### src/rtl/bit_serializer_if.sv
// Word handshake plus serial-bit outputs exchanged between a word producer and bit_serializer.
interface bit_serializer_if #(
    parameter int WIDTH = 8
);
    logic [WIDTH-1:0] data_i;
    logic             valid_i;
    logic             ready_o;
    logic             bit_o;
    logic             bit_valid_o;
    logic             last_o;

    modport master (
        output data_i, valid_i,
        input  ready_o, bit_o, bit_valid_o, last_o
    );

    modport slave (
        input  data_i, valid_i,
        output ready_o, bit_o, bit_valid_o, last_o
    );
endinterface

### src/rtl/bit_serializer.sv
// Parallel-to-serial stage: one WIDTH-bit word in over valid/ready, one bit out per clock,
// with a one-entry holding buffer so consecutive words stream without idle cycles.
module bit_serializer #(
    parameter int WIDTH     = 8,
    parameter bit LSB_FIRST = 1'b0
) (
    input  logic             clk_c,
    input  logic             reset_r,
    bit_serializer_if.slave  bus
);
    localparam int              CNT_W    = $clog2(WIDTH);
    localparam logic [CNT_W-1:0] LAST_IDX = CNT_W'(WIDTH - 1);

    typedef enum logic {IDLE, SHIFT} state_t;

    state_t           state, state_nxt;
    logic [WIDTH-1:0] sh, sh_nxt;
    logic [WIDTH-1:0] hold, hold_nxt;
    logic [CNT_W-1:0] cnt, cnt_nxt;
    logic             hold_v, hold_v_nxt;
    logic             accept;
    logic             at_last;
    logic             busy;
    logic [WIDTH-1:0] sh_shifted;

    assign bus.ready_o = !hold_v;
    assign accept      = bus.valid_i & !hold_v;
    assign at_last     = (cnt == LAST_IDX);
    assign busy        = (state == SHIFT);
    assign sh_shifted  = LSB_FIRST ? (sh >> 1) : (sh << 1);

    assign bus.bit_valid_o = busy;
    assign bus.bit_o       = busy ? (LSB_FIRST ? sh[0] : sh[WIDTH-1]) : 1'b0;
    assign bus.last_o      = busy & at_last;

    always_ff @(posedge clk_c or posedge reset_r) begin
        if (reset_r) begin
            state  <= IDLE;
            sh     <= '0;
            cnt    <= '0;
            hold   <= '0;
            hold_v <= 1'b0;
        end else begin
            state  <= state_nxt;
            sh     <= sh_nxt;
            cnt    <= cnt_nxt;
            hold   <= hold_nxt;
            hold_v <= hold_v_nxt;
        end
    end

    // On the last bit a held word takes priority; otherwise a word arriving that cycle loads directly.
    always_comb begin
        state_nxt  = state;
        sh_nxt     = sh;
        cnt_nxt    = cnt;
        hold_nxt   = hold;
        hold_v_nxt = hold_v;
        case (state)
            IDLE: begin
                if (accept) begin
                    sh_nxt    = bus.data_i;
                    cnt_nxt   = '0;
                    state_nxt = SHIFT;
                end
            end
            SHIFT: begin
                if (!at_last) begin
                    sh_nxt  = sh_shifted;
                    cnt_nxt = cnt + CNT_W'(1);
                    if (accept) begin
                        hold_nxt   = bus.data_i;
                        hold_v_nxt = 1'b1;
                    end
                end else if (hold_v) begin
                    sh_nxt     = hold;
                    hold_v_nxt = 1'b0;
                    cnt_nxt    = '0;
                end else if (accept) begin
                    sh_nxt  = bus.data_i;
                    cnt_nxt = '0;
                end else begin
                    state_nxt = IDLE;
                end
            end
            default: state_nxt = IDLE;
        endcase
    end
endmodule
### src/flat_wrapper.sv
// flat-port wrapper written by rule: the top's interface ports become plain ports
module bit_serializer_flat 
#(
    parameter int WIDTH     = 8,
    parameter bit LSB_FIRST = 1'b0
)
  (clk_c, reset_r, bus_data_i, bus_valid_i, bus_ready_o, bus_bit_o, bus_bit_valid_o, bus_last_o);
  bit_serializer_if #(.WIDTH(WIDTH)) bus_i ();
  input  logic clk_c;
  input  logic reset_r;
  input wire logic [$bits(bus_i.data_i)-1:0] bus_data_i;
  input wire logic [$bits(bus_i.valid_i)-1:0] bus_valid_i;
  output wire logic [$bits(bus_i.ready_o)-1:0] bus_ready_o;
  output wire logic [$bits(bus_i.bit_o)-1:0] bus_bit_o;
  output wire logic [$bits(bus_i.bit_valid_o)-1:0] bus_bit_valid_o;
  output wire logic [$bits(bus_i.last_o)-1:0] bus_last_o;
  assign bus_i.data_i = bus_data_i;
  assign bus_i.valid_i = bus_valid_i;
  assign bus_ready_o = bus_i.ready_o;
  assign bus_bit_o = bus_i.bit_o;
  assign bus_bit_valid_o = bus_i.bit_valid_o;
  assign bus_last_o = bus_i.last_o;
  bit_serializer #(.WIDTH(WIDTH), .LSB_FIRST(LSB_FIRST)) u_core (.clk_c(clk_c), .reset_r(reset_r), .bus(bus_i));
endmodule
### config.mk
export PLATFORM = sky130hd
export DESIGN_NAME = bit_serializer_flat
export DESIGN_NICKNAME = d
export VERILOG_FILES = /design/src/rtl/bit_serializer_if.sv /design/src/rtl/bit_serializer.sv /design/src/flat_wrapper.sv
export SDC_FILE = /design/constraint.sdc
export NUM_CORES = 1
export LEC_CHECK = 0
export BUFFER_PORTS_ARGS = -buffer_cell sky130_fd_sc_hd__buf_2
export CELL_PAD_IN_SITES_DETAIL_PLACEMENT = 1
export CELL_PAD_IN_SITES_GLOBAL_PLACEMENT = 2
export CORE_ASPECT_RATIO = 2
export CORE_MARGIN = 5
export CORE_UTILIZATION = 39
export DETAILED_ROUTE_END_ITERATION = 10
export GPL_ROUTABILITY_DRIVEN = 0
export GPL_TIMING_DRIVEN = 0
export PLACE_DENSITY_LB_ADDON = 0.1
export SLEW_MARGIN = 20
export SYNTH_ARGS = -nofsm -noshare
export SYNTH_HDL_FRONTEND = slang
export SYNTH_SLANG_ARGS = --single-unit
### constraint.sdc
create_clock -name clk_c -period 3.7 [get_ports clk_c]
set_input_delay 0.185 -clock clk_c [delete_from_list [all_inputs] [get_ports clk_c]]
set_output_delay 0.185 -clock clk_c [all_outputs]
set_load 0.02 [all_outputs]
Word level (Yosys, flattened, before mapping) --
Index checks and enable logic that the tools add are counted.
Storage, ports and cells: bits in registers 21, bits in latches 0, bits in writable memories 0, ROM bits 0, input bits 11, output and inout bits 4, word-level logic and storage cells 30, memories kept 0
Cells by class: $add $sub $neg 1, multipliers 0, divide/modulo/power cells 0, $lt $le $gt $ge 0, eq/ne operators 1, shift-type cells 0, muxes and demuxes 15, bitwise logic cells 4, reduce and logical (&&, ||, !) cells 4
Operators by type and width (count):
- 2-to-1 mux 8 bit | 3
- one-hot mux 8 bit (2 select lines) | 1
- 2-to-1 mux 3 bit | 3
- 2-to-1 mux 1 bit | 6
- one-hot mux 3 bit (2 select lines) | 1
- adder 3 x 1 -> 3 bit (second input constant) | 1
- equality test 3 bit (second input constant) | 1
- AND reduction 3 bit | 1
- AND 1 bit | 2
- inverter 1 bit | 2
- one-hot mux 1 bit (2 select lines) | 1
- AND reduction 2 bit | 1
- nonzero test 2 bit | 1
- logical NOT 1 bit | 1

Logic depth before layout (Yosys ltp) --
depth in word-level cells 6, mapped depth 6

Least setup slack after synthesis --
No wires, ideal clock.
path type reg-to-reg, start point register u_core.cnt[0], end point register u_core.hold[0], data arrival time 1.526 ns, slack 2.049 ns, stages on the path, launching flop included 7, path through dfrtp_1 ha_1 ha_1 nor2b_1 and2_4 buf_6 mux2_4
On the way: longest elaborated chain between the ends 3
Ends and longest elaborated chain:
- start: declaration | RTL line bit_serializer.sv:19 | logic [CNT_W-1:0] cnt, cnt_nxt;
- start signal: assignment | RTL line bit_serializer.sv:46 | cnt <= cnt_nxt;
- equality test 3 bit | RTL line bit_serializer.sv:28 | assign at_last = (cnt == LAST_IDX);
- inverter 1 bit (no source line)
- AND reduction 3 bit (no source line)
- end signal: assignment | RTL line bit_serializer.sv:47 | hold <= hold_nxt;
- end: declaration | RTL line bit_serializer.sv:18 | logic [WIDTH-1:0] hold, hold_nxt;
Every way passes these cells. A chain may end at the register's enable or synchronous reset.

Final worst setup path --
start point register u_core.cnt[0], end point output port bus_last_o
On the way: longest elaborated chain between the ends 2
Ends and longest elaborated chain:
- equality test 3 bit | RTL line bit_serializer.sv:28
- AND 1 bit | RTL line bit_serializer.sv:34 | assign bus.last_o = busy & at_last;
- end: declaration | RTL line flat_wrapper.sv:16 | output wire logic [$bits(bus_i.last_o)-1:0] bus_last_o;
Every way passes these cells.

==> flow_summary_export.csv <==
group,metric,value,unit
cells_and_area,final_util,46.40,%
critical_path,crit_type,"flop to output pin",
timing,post-route-period-util,53.80,%
critical_path,timing.rr.end,"u_core.sh[3]",
grt,antenna_found_initial,0,
floorplanning,ios,15,
logic_synthesis,async_flop_share,100.0,%
timing,fmax,502.4,MHz
route,drt-total-wl,2477,um
grt,grt_max_degree,22,
clocking,ctsResizeCount,0,
placed_design,portBuffers,14,
logic_synthesis,synth-seq-cells,21,
grt,grt.busiest_layer,"met2",
critical_path,crit_buf_inv,2,
logic_synthesis,yosysWarnings,0,
grt,grt_pass1_vias,849,
timing,finalSetupViolCount,0,
critical_path,r2r_cells,6,
cells_and_area,nets,122,
critical_path,ff2ff_setup_slack,1.84,ns
timing,whs,0.07272,ns
clocking,cts_made_buffers,3,
logic_synthesis,ys_top_cells_by_count,"21 x dfrtp_1, 17 x nand2_1, 8 x mux2_4, 8 x o22ai_1, 7 x a32oi_1",
floorplanning,core,2537,um^2
grt,grtUsageMet1,17.69,%
timing,slew_headroom,45.21,%
route,post-route-drc-count,0,
floorplanning,die_width,46.29,um
floorplanning,rows,26,
clocking,htreeDepth,1,
cells_and_area,area_delta_synth_final,14.62,%
route,wire_per_inst,18.35,um
route,vias_per_cell,5.481,
clocking,clkTransAtPathRegs,0.08,ns
timing,period_needed,1.990,ns
logic_synthesis,yosys.area_share.simple,12.55,%
logic_synthesis,synth_area,1027,um^2
logic_synthesis,synth_fa_ha_area_share,3.654,%
timing,rsz0062_at_grt,"false",
logic_synthesis,synth_flop_cell,"dfrtp_1",
clocking,cts_tree,"done",
outcome,outcome,"completed",
floorplanning,die_y,82.58,um
timing,tns,0,ns
logic_synthesis,synth_top_area_share,51.16,%
floorplanning,start_util,40.48,%
critical_path,cpLargestDelayFamily,"buffers and inverters",
grt,grt_overflow_total,0,
logic_synthesis,synth-xor-area-share,0,%
power,power.leakage,0.5453,nW
logic_synthesis,ys_seq_area_share,51.16,%
critical_path,worstSetupEndpointType,"output pin",
cells_and_area,diodes,0,
route,dr.pass1.iters,4,
clocking,cts_root_buffer,"clkbuf_8",
critical_path,reg2reg_from,"u_core.cnt[0]",
critical_path,startpoint_type,"flop",
logic_synthesis,synth_compound_area_share,14.86,%
logic_synthesis,syn_area_per_cell,11.54,um^2
clocking,post_cts_buffers,0,
critical_path,slowest_stage,"dfrtp_1",
power,ir_drop,0.0003437,V
timing,drv_slew,0,
route,drtAntennaViolNets,0,
timing,hold_viol_final,0,
logic_synthesis,synth_top_area_cell,"dfrtp_1",
logic_synthesis,synth-edff-count,0,
cells_and_area,drive_gt1_share,27.10,%
flow_run,drv_cap,0,
critical_path,cp_max_fo,10,
min_path,hp-class,"input pin to async pin",
grt,grt_use_met2,26.66,%
critical_path,crit_chain,"ha_1 -> ha_1 -> clkbuf_1 -> and2_1 -> buf_2",
grt,grt_use_total,15.14,%
logic_synthesis,yosysUniqueCellTypes,21,
critical_path,crit_top_cell,"ha_1",
grt,grt_util_met3,1.952,%
clocking,clock_latency,0.26,ns
clocking,cts_num_sinks,21,
clocking,cts.path.max_buffers,2,
timing,tightest_slew,0.8209,ns
floorplanning,die_area,3823,um^2
route,drt-initial-drc-count,13,
critical_path,crit_path_max_incr_delay,0.39,ns
power,power_density,854.6,nW/um^2
critical_path,worstPathRequired,3.51,ns
clocking,hold_buffers,0,
grt,grt_pass1_wl,4112,um
critical_path,arrival,1.81,ns
placed_design,post-dp-hpwl,1766,um
logic_synthesis,syn_inst,89,
logic_synthesis,synthTopCellsByArea,"dfrtp_1 51%, mux2_4 12%, nand2_1 6.2%",
logic_synthesis,synth_top_family_by_area,"compound AO/OA/AOI/OAI gates",
logic_synthesis,yosysMostFrequentCell,"dfrtp_1",
critical_path,cp.depth,5,
logic_synthesis,synth_fp_nets,103,
route,vias,740,
timing,clock_skew,0.004265,ns
logic_synthesis,synth.mux.area_fraction,13.64,%
## metal layers
layer | share of wire, % | wire length, um
met1 | 40 | 1000
met2 | 57 | 1404
met3 | 2.0 | 50
met4 | 0.85 | 21
met5 | 0 | 0
## layout make-up
| cell class | instances | area, um^2 |
|---|---|---|
| fill | 288 | 1360 |
| sequential | 21 | 525.5 |
| multi-input combinational | 61 | 459.2 |
| timing repair buffer | 14 | 70.07 |
| clock buffer | 4 | 45.04 |
| buffer | 5 | 35.03 |
| tap | 28 | 35.03 |
| inverter | 2 | 7.507 |
## cells in the final DEF (no fill, tap or decap), types with 3 or more instances in the layout
master,netlist,layout
a32oi_1,7,7
buf_2,1,15
clkbuf_1,2,3
clkbuf_8,0,3
dfrtp_1,21,21
ha_1,3,3
mux2_4,8,8
nand2_1,17,17
nand2b_1,3,3
o22ai_1,8,8
## power breakdown
group          internal (W)  switching (W)
combinational      0.000223       0.000205
sequential         0.000344      0.0000803
clock             0.0000768      0.0000770
total              0.000644       0.000362
## sequential cells by signal, indices dropped and copies added, names as in the netlist
signal,cells
u_core.sh,8
u_core.hold,8
u_core.bus.bit_valid_o,1
u_core.hold_v,1
u_core.cnt,3
## cell families after synthesis
logic type                 count (synthesis)
muxes                                     10
DFF                                       21
adders and majority gates                  3
and+or+nand+nor                           28
buffers and inverters                      7
AOI/OAI and AO/OA                         20
## worst max path at each step
stage                  startpoint              to  slack (ns)
detailed placement  u_core.cnt[0]    u_core.sh[6]        1.83
CTS                 u_core.cnt[0]      bus_last_o        1.67
global placement    u_core.cnt[0]    u_core.sh[3]        1.84
floorplan           u_core.cnt[0]  u_core.hold[0]        2.05
global route        u_core.cnt[0]      bus_last_o        1.57
finish              u_core.cnt[0]      bus_last_o        1.71
## through the flow
stage	setup slack (ns)	instance area (um^2)	total power, W	cells
CTS	1.673	1177	0.001018	135
global placement	1.844	1132	0.0008430	131
floorplan	2.049	1027	0.0007425	89
global route	1.573	1177	0.001085	135
detailed placement	1.832	1132	0.0008637	131
finish	1.710	1177	0.001006	135
(Power assumes the default switching activity.)
